### config.mk
export PLATFORM = sky130hd
export DESIGN_NAME = fwd_hazard_unit
export DESIGN_NICKNAME = d
export VERILOG_FILES = /design/src/rtl/fwd_pkg.sv /design/src/rtl/ll_scoreboard.sv /design/src/rtl/fwd_hazard_unit.sv
export SDC_FILE = /design/constraint.sdc
export NUM_CORES = 1
export LEC_CHECK = 0
export BUFFER_PORTS_ARGS = -buffer_cell sky130_fd_sc_hd__buf_4
export CORE_UTILIZATION = 57
export CTS_BUF_LIST = sky130_fd_sc_hd__clkbuf_8
export CTS_CLUSTER_DIAMETER = 200
export DETAILED_ROUTE_END_ITERATION = 7
export GPL_ROUTABILITY_DRIVEN = 0
export PLACE_DENSITY_LB_ADDON = 0.08
export SLEW_MARGIN = 25
export SYNTH_ARGS = -nofsm -noshare
export SYNTH_HDL_FRONTEND = slang
export SYNTH_HIERARCHICAL = 1
export SYNTH_SLANG_ARGS = --single-unit
### constraint.sdc
create_clock -name clk -period 2.9 [get_ports clk]
set_input_delay 0 -clock clk [delete_from_list [all_inputs] [get_ports clk]]
set_output_delay 0 -clock clk [all_outputs]
set_load 0.03 [all_outputs]
### src/rtl/fwd_pkg.sv
// Shared types and width helpers for the forwarding/hazard unit.
package fwd_pkg;

  typedef enum logic [1:0] {
    RES_ALU   = 2'd0,
    RES_LINK  = 2'd1,
    RES_AUIPC = 2'd2,
    RES_LUI   = 2'd3
  } res_kind_t;

  function automatic int addr_w(input int nregs);
    return (nregs > 1) ? $clog2(nregs) : 1;
  endfunction

  // Stage select encodes "register file" plus one code per forwarding stage.
  function automatic int stage_w(input int stages);
    return (stages > 0) ? $clog2(stages + 1) : 1;
  endfunction

endpackage

### src/rtl/ll_scoreboard.sv
// Pending-result bitmap for long-latency (mul/div) destinations with a sticky
// error flag for completions that match no outstanding issue.
module ll_scoreboard
  import fwd_pkg::*;
#(
  parameter int NREGS = 32,
  localparam int AW = addr_w(NREGS)
) (
  input  logic             clk,
  input  logic             rst_n,
  input  logic             issue_valid,
  input  logic [AW-1:0]    issue_rd,
  input  logic             done_valid,
  input  logic [AW-1:0]    done_rd,
  output logic [NREGS-1:0] pending,
  output logic             sb_err
);

  logic [NREGS-1:0] pending_reg;
  logic [NREGS-1:0] pending_next;
  logic             sb_err_reg;
  logic             sb_err_next;

  // A set in the same cycle as a clear of the same bit wins: the new owner
  // is still outstanding after the old result retires.
  generate
    for (genvar gi = 0; gi < NREGS; gi++) begin : g_bit
      if (gi == 0) begin : g_zero
        assign pending_next[gi] = 1'b0;
      end else begin : g_reg
        logic set_bit;
        logic clr_bit;
        assign set_bit = issue_valid && (issue_rd == AW'(gi));
        assign clr_bit = done_valid && (done_rd == AW'(gi));
        assign pending_next[gi] = set_bit | (pending_reg[gi] & ~clr_bit);
      end
    end
  endgenerate

  assign sb_err_next = sb_err_reg | (done_valid & ~pending_reg[done_rd]);

  always_ff @(posedge clk or negedge rst_n) begin
    if (!rst_n) begin
      pending_reg <= '0;
      sb_err_reg  <= 1'b0;
    end else begin
      pending_reg <= pending_next;
      sb_err_reg  <= sb_err_next;
    end
  end

  assign pending = pending_reg;
  assign sb_err  = sb_err_reg;

endmodule

### src/rtl/fwd_hazard_unit.sv
// EX operand bypass selection, decode writeback bypass and decode stall
// generation for load-use and long-latency dependencies.
module fwd_hazard_unit
  import fwd_pkg::*;
#(
  parameter int NREGS  = 32,
  parameter int STAGES = 2,
  parameter int CNT_W  = 32,
  localparam int AW = addr_w(NREGS),
  localparam int SW = stage_w(STAGES)
) (
  input  logic                     clk,
  input  logic                     rst_n,
  input  logic [STAGES-1:0]        st_rd_en,
  input  logic [STAGES-1:0][AW-1:0] st_rd_adr,
  input  res_kind_t [STAGES-1:0]   st_kind,
  input  logic                     st_is_load,
  input  logic [AW-1:0]            ex_rs1_adr,
  input  logic [AW-1:0]            ex_rs2_adr,
  input  logic [AW-1:0]            id_rs1_adr,
  input  logic [AW-1:0]            id_rs2_adr,
  input  logic [1:0]               id_rs_used,
  input  logic [AW-1:0]            id_rd_adr,
  input  logic                     id_rd_en,
  input  logic                     ll_issue_valid,
  input  logic [AW-1:0]            ll_issue_rd,
  input  logic                     ll_done_valid,
  input  logic [AW-1:0]            ll_done_rd,
  input  logic                     flush,
  output logic [SW-1:0]            fwd_a_stage,
  output logic [SW-1:0]            fwd_b_stage,
  output res_kind_t                fwd_a_kind,
  output res_kind_t                fwd_b_kind,
  output logic                     id_fwd1,
  output logic                     id_fwd2,
  output logic                     stall,
  output logic                     sb_err,
  output logic [CNT_W-1:0]         stall_cnt
);

  logic [STAGES-1:0] hit_a;
  logic [STAGES-1:0] hit_b;
  logic [NREGS-1:0]  pending;
  logic              issue_ok;
  logic [1:0][AW-1:0] id_rs;
  logic [1:0]        rs_hazard;
  logic              waw_hazard;
  logic [CNT_W-1:0]  stall_cnt_reg;
  logic [CNT_W-1:0]  stall_cnt_next;

  generate
    for (genvar gi = 0; gi < STAGES; gi++) begin : g_hit
      logic writes;
      assign writes    = st_rd_en[gi] && (st_rd_adr[gi] != '0);
      assign hit_a[gi] = writes && (st_rd_adr[gi] == ex_rs1_adr);
      assign hit_b[gi] = writes && (st_rd_adr[gi] == ex_rs2_adr);
    end
  endgenerate

  // Walk oldest to youngest so the youngest matching stage overrides.
  always_comb begin
    fwd_a_stage = '0;
    fwd_a_kind  = RES_ALU;
    fwd_b_stage = '0;
    fwd_b_kind  = RES_ALU;
    for (int k = STAGES - 1; k >= 0; k--) begin
      if (hit_a[k]) begin
        fwd_a_stage = SW'(k + 1);
        fwd_a_kind  = st_kind[k];
      end
      if (hit_b[k]) begin
        fwd_b_stage = SW'(k + 1);
        fwd_b_kind  = st_kind[k];
      end
    end
  end

  assign id_fwd1 = st_rd_en[STAGES-1] && (st_rd_adr[STAGES-1] != '0) &&
                   (st_rd_adr[STAGES-1] == id_rs1_adr);
  assign id_fwd2 = st_rd_en[STAGES-1] && (st_rd_adr[STAGES-1] != '0) &&
                   (st_rd_adr[STAGES-1] == id_rs2_adr);

  assign issue_ok = ll_issue_valid && !flush && (ll_issue_rd != '0);

  ll_scoreboard #(
    .NREGS(NREGS)
  ) u_sb (
    .clk        (clk),
    .rst_n      (rst_n),
    .issue_valid(issue_ok),
    .issue_rd   (ll_issue_rd),
    .done_valid (ll_done_valid),
    .done_rd    (ll_done_rd),
    .pending    (pending),
    .sb_err     (sb_err)
  );

  assign id_rs = {id_rs2_adr, id_rs1_adr};

  // The issue term covers the cycle before the pending bit becomes visible.
  generate
    for (genvar gi = 0; gi < 2; gi++) begin : g_rs
      logic load_use;
      logic ll_owned;
      assign load_use = st_is_load && st_rd_en[0] && (st_rd_adr[0] == id_rs[gi]);
      assign ll_owned = pending[id_rs[gi]] || (issue_ok && (ll_issue_rd == id_rs[gi]));
      assign rs_hazard[gi] = id_rs_used[gi] && (id_rs[gi] != '0) && (load_use || ll_owned);
    end
  endgenerate

  assign waw_hazard = id_rd_en && (id_rd_adr != '0) && pending[id_rd_adr];
  assign stall      = !flush && ((|rs_hazard) || waw_hazard);

  assign stall_cnt_next = (stall && (stall_cnt_reg != '1)) ? stall_cnt_reg + 1'b1
                                                           : stall_cnt_reg;

  always_ff @(posedge clk or negedge rst_n) begin
    if (!rst_n) begin
      stall_cnt_reg <= '0;
    end else begin
      stall_cnt_reg <= stall_cnt_next;
    end
  end

  assign stall_cnt = stall_cnt_reg;

endmodule

==> run_results.csv <==
group,metric,value,unit
run_status,status,"complete, no violations",
detailed_routing,via_per_inst,6.43,
floorplanning,die_w,92.7,µm
grt,use_met1,43.5,%
pwr,net-switching-power,0.953,mW
pwr,clkPwrFrac,32.6,%
floorplanning,die_area,8590,µm²
logic_synthesis,ys_types,49,
pwr,sw_frac_of_total,32.0,%
finish,syn_to_final_growth,22.6,%
pwr,vdd_ir_drop_max,0.479,mV
logic_synthesis,synthCells,471,
pwr,power.density,519,nW/µm²
sta,fmax,369,MHz
logic_synthesis,yosysTopAreaCellShare,34.2,%
clock_network,root_buffer,"clkbuf_8",
logic_synthesis,synth_common_cells,"dfrtp_1 (64), o21ai_0 (64), xor2_1 (47)",
sta,slew_viol_final,0,
floorplanning,die_h,92.7,µm
sta,slew_headroom,45.8,%
finish,largest_reg_flops,32,
pwr,power,2.98,mW
clock_network,clock_sinks,64,
sta,fin_crit_sh,93.4,%
grt,grt_remaining_overflow,0,
clock_network,cts_inserted_buffers,9,
clock_network,cts_tree,"done",
worst_setup_path,crit_path_end_kind,"flop",
floorplanning,rows,32,
detailed_routing,ant_nets,0,
placement,place.port_buffers,103,
worst_setup_path,worst-path-max-fanout,30,
logic_synthesis,synth_area_leaders,"dfrtp_1 (34%), mux4_2 (13%), xor2_1 (8.8%), o21ai_0 (6.8%), xnor2_1 (6.4%)",
worst_setup_path,start_kind,"flop",
logic_synthesis,synth_edf_count,0,
worst_setup_path,worstPathRequired,3.13,ns
clock_network,cts_buffer_depth,2,
floorplanning,io_pins,104,
detailed_routing,drc,0,
floorplanning,initial_core_util,59.7,%
sta,setup_viol,0,
grt,gr-usage-met2,49.0,%
pwr,p_comb_share,28.0,%
pwr,p_leak,2.52,nW
pwr,seqPwrFrac,39.5,%
placement,post-dp-hpwl,9500,µm
clock_network,clock_latency,0.35,ns
logic_synthesis,mappedNetlistNets,532,
finish,num_antenna_cells,0,
detailed_routing,drt-total-wl,12900,µm
worst_setup_path,arrival,2.94,ns
logic_synthesis,ys_ff_latch,64,
sta,period_needed,2.71,ns
sta,skew,0.0101,ns
grt,met3_usage,5.67,%
hold_path,hold_path_class,"primary input to flop",
sta,setup_tns,0,ns
worst_setup_path,crit_type,"flop to flop",
grt,grt-busiest-layer,"met2",
sta,hold_viol_final,0,
logic_synthesis,synth_area,4690,µm²
detailed_routing,wire_per_inst,19.4,µm
clock_network,h-tree-depth,3,
pwr,p_int,2.03,mW
grt,grt_pass1_wl,20700,µm
clock_network,post_cts_buffers,0,
sta,rsz0062_at_grt,"false",
floorplanning,core,7850,µm²
detailed_routing,vias,4280,
sta,tightest_slew,0.812,ns
logic_synthesis,ys_seq_area_share,34.2,%
run,maxCapViolCount,0,
finish,fin_nets,620,
clock_network,post_cts_resized,0,
grt,grt_max_degree,65,
finish,drive_gt1_share,28.7,%
grt,grt_pass1_vias,4079,
detailed_routing,drt_iter0_markers,425,
logic_synthesis,synth_ff_type,"dfrtp_1",
logic_synthesis,synth_area_leader_cell,"dfrtp_1",
detailed_routing,dr.pass1.iters,6,
logic_synthesis,synth.avg_cell_area,9.95,µm²
grt,antenna_found_initial,0,
clock_network,clkTransAtPathRegs,0.08,ns
grt,grtUsageTotal,31.5,%
logic_synthesis,yosysWarnings,6,
logic_synthesis,synth-async-reset-ratio,100,%
==> stage by stage <==
stage	instances	hold WS [ns]	cell area [µm²]	util, %	setup slack [ns]
6_report	666	0.0894	5740	73.2	0.190
5_1_grt	666	0.103	5740	73.2	0.0726
4_1_cts	666	0.0605	5740	73.2	0.177
3_5_place_dp	649	0.139	5480	69.9	0.221
3_3_place_gp	649	0.127	5480	69.9	0.305
2_1_floorplan	471	-0.296	4690	-	0.190
==> cells in the final DEF, fill, tap and decap left out, types with 5 or more instances in the layout <==
| master | count |
|---|---|
| mux2_2 | 5 |
| nand4_1 | 10 |
| a21oi_1 | 7 |
| mux2i_1 | 10 |
| or4_1 | 6 |
| mux4_2 | 27 |
| nor2_1 | 14 |
| or2_2 | 5 |
| o21ai_0 | 64 |
| nand3_1 | 21 |
| nor3_1 | 18 |
| inv_1 | 14 |
| xor2_1 | 47 |
| clkbuf_8 | 10 |
| nor4_1 | 14 |
| or3_1 | 5 |
| nand2_1 | 21 |
| nand2b_1 | 10 |
| xnor2_1 | 34 |
| buf_4 | 105 |
| dfrtp_1 | 64 |
==> worst max-delay path: stages (launching register included) <==
cell	delay [ns]
dfrtp_1	0.43
mux4_2	0.49
mux2_2	0.28
or3_1	0.30
o2111ai_1	0.13
a211oi_1	0.12
o31ai_4	0.27
buf_12	0.21
mux2_2	0.35
==> metal layers <==
layer	vias up	share of wire (%)
li1	1912	-
met1	2056	40
met2	262	47
met3	50	10
met4	0	3.3
met5	-	0
==> area by class of cell <==
| type | instances | area (µm²) |
|---|---|---|
| Clock inverter | 6 | 115 |
| Fill cell | 586 | 2100 |
| Inverter | 14 | 52.6 |
| Tap cell | 102 | 128 |
| Sequential cell | 64 | 1600 |
| Clock buffer | 10 | 138 |
| Multi-Input combinational cell | 363 | 2890 |
| Timing Repair Buffer | 107 | 818 |
==> path summary, 6_finish.rpt <==
| check | from | to | slack, ns | cells after the start |
|---|---|---|---|---|
| max | u_sb/pending[15]$_DFF_PN0_ | stall_cnt[1]$_DFFE_PN0P_ | 0.19 | 8 |
| min | ll_issue_rd[2] | u_sb/pending[22]$_DFF_PN0_ | 0.09 | 3 |
| max reg2reg | u_sb/pending[15]$_DFF_PN0_ | stall_cnt[1]$_DFFE_PN0P_ | 0.19 | 8 |
| min reg2reg | stall_cnt[17]$_DFFE_PN0P_ | stall_cnt[17]$_DFFE_PN0P_ | 0.50 | 1 |
| max in group asynchronous | rst_n | u_sb/pending[9]$_DFF_PN0_ | 2.07 | 2 |
| min in group asynchronous | rst_n | stall_cnt[23]$_DFFE_PN0P_ | 0.27 | 2 |
==> power groups by stage <==
stage / sequential [mW] / combinational (mW) / clock [mW]
after CTS: 1.17 / 0.832 / 0.988
after global placement: 1.17 / 0.814 / 0
after detailed placement: 1.19 / 0.827 / 0
final: 1.18 / 0.833 / 0.971
after global routing: 1.19 / 0.899 / 1.02
after floorplan: 1.21 / 0.490 / 0
==> cells by family after synthesis <==
group,Yosys count,share of synthesized area [%]
AND/OR/NAND/NOR,141,16.4
XOR/XNOR,81,15.1
adder cells (fa/ha/maj),1,0.267
other,1,0.0800
buffers and inverters,44,4.32
multiplexers,45,18.0
flip-flops,64,34.2
AO/OA/AOI/OAI,94,11.6
==> repair_timing <==
item                       in CTS  in global routing
hold buffers                    1                  0
setup endpoints to repair       0                  0
hold endpoints to repair       64                  0
Note: power is estimated with default switching activity, not from simulation.
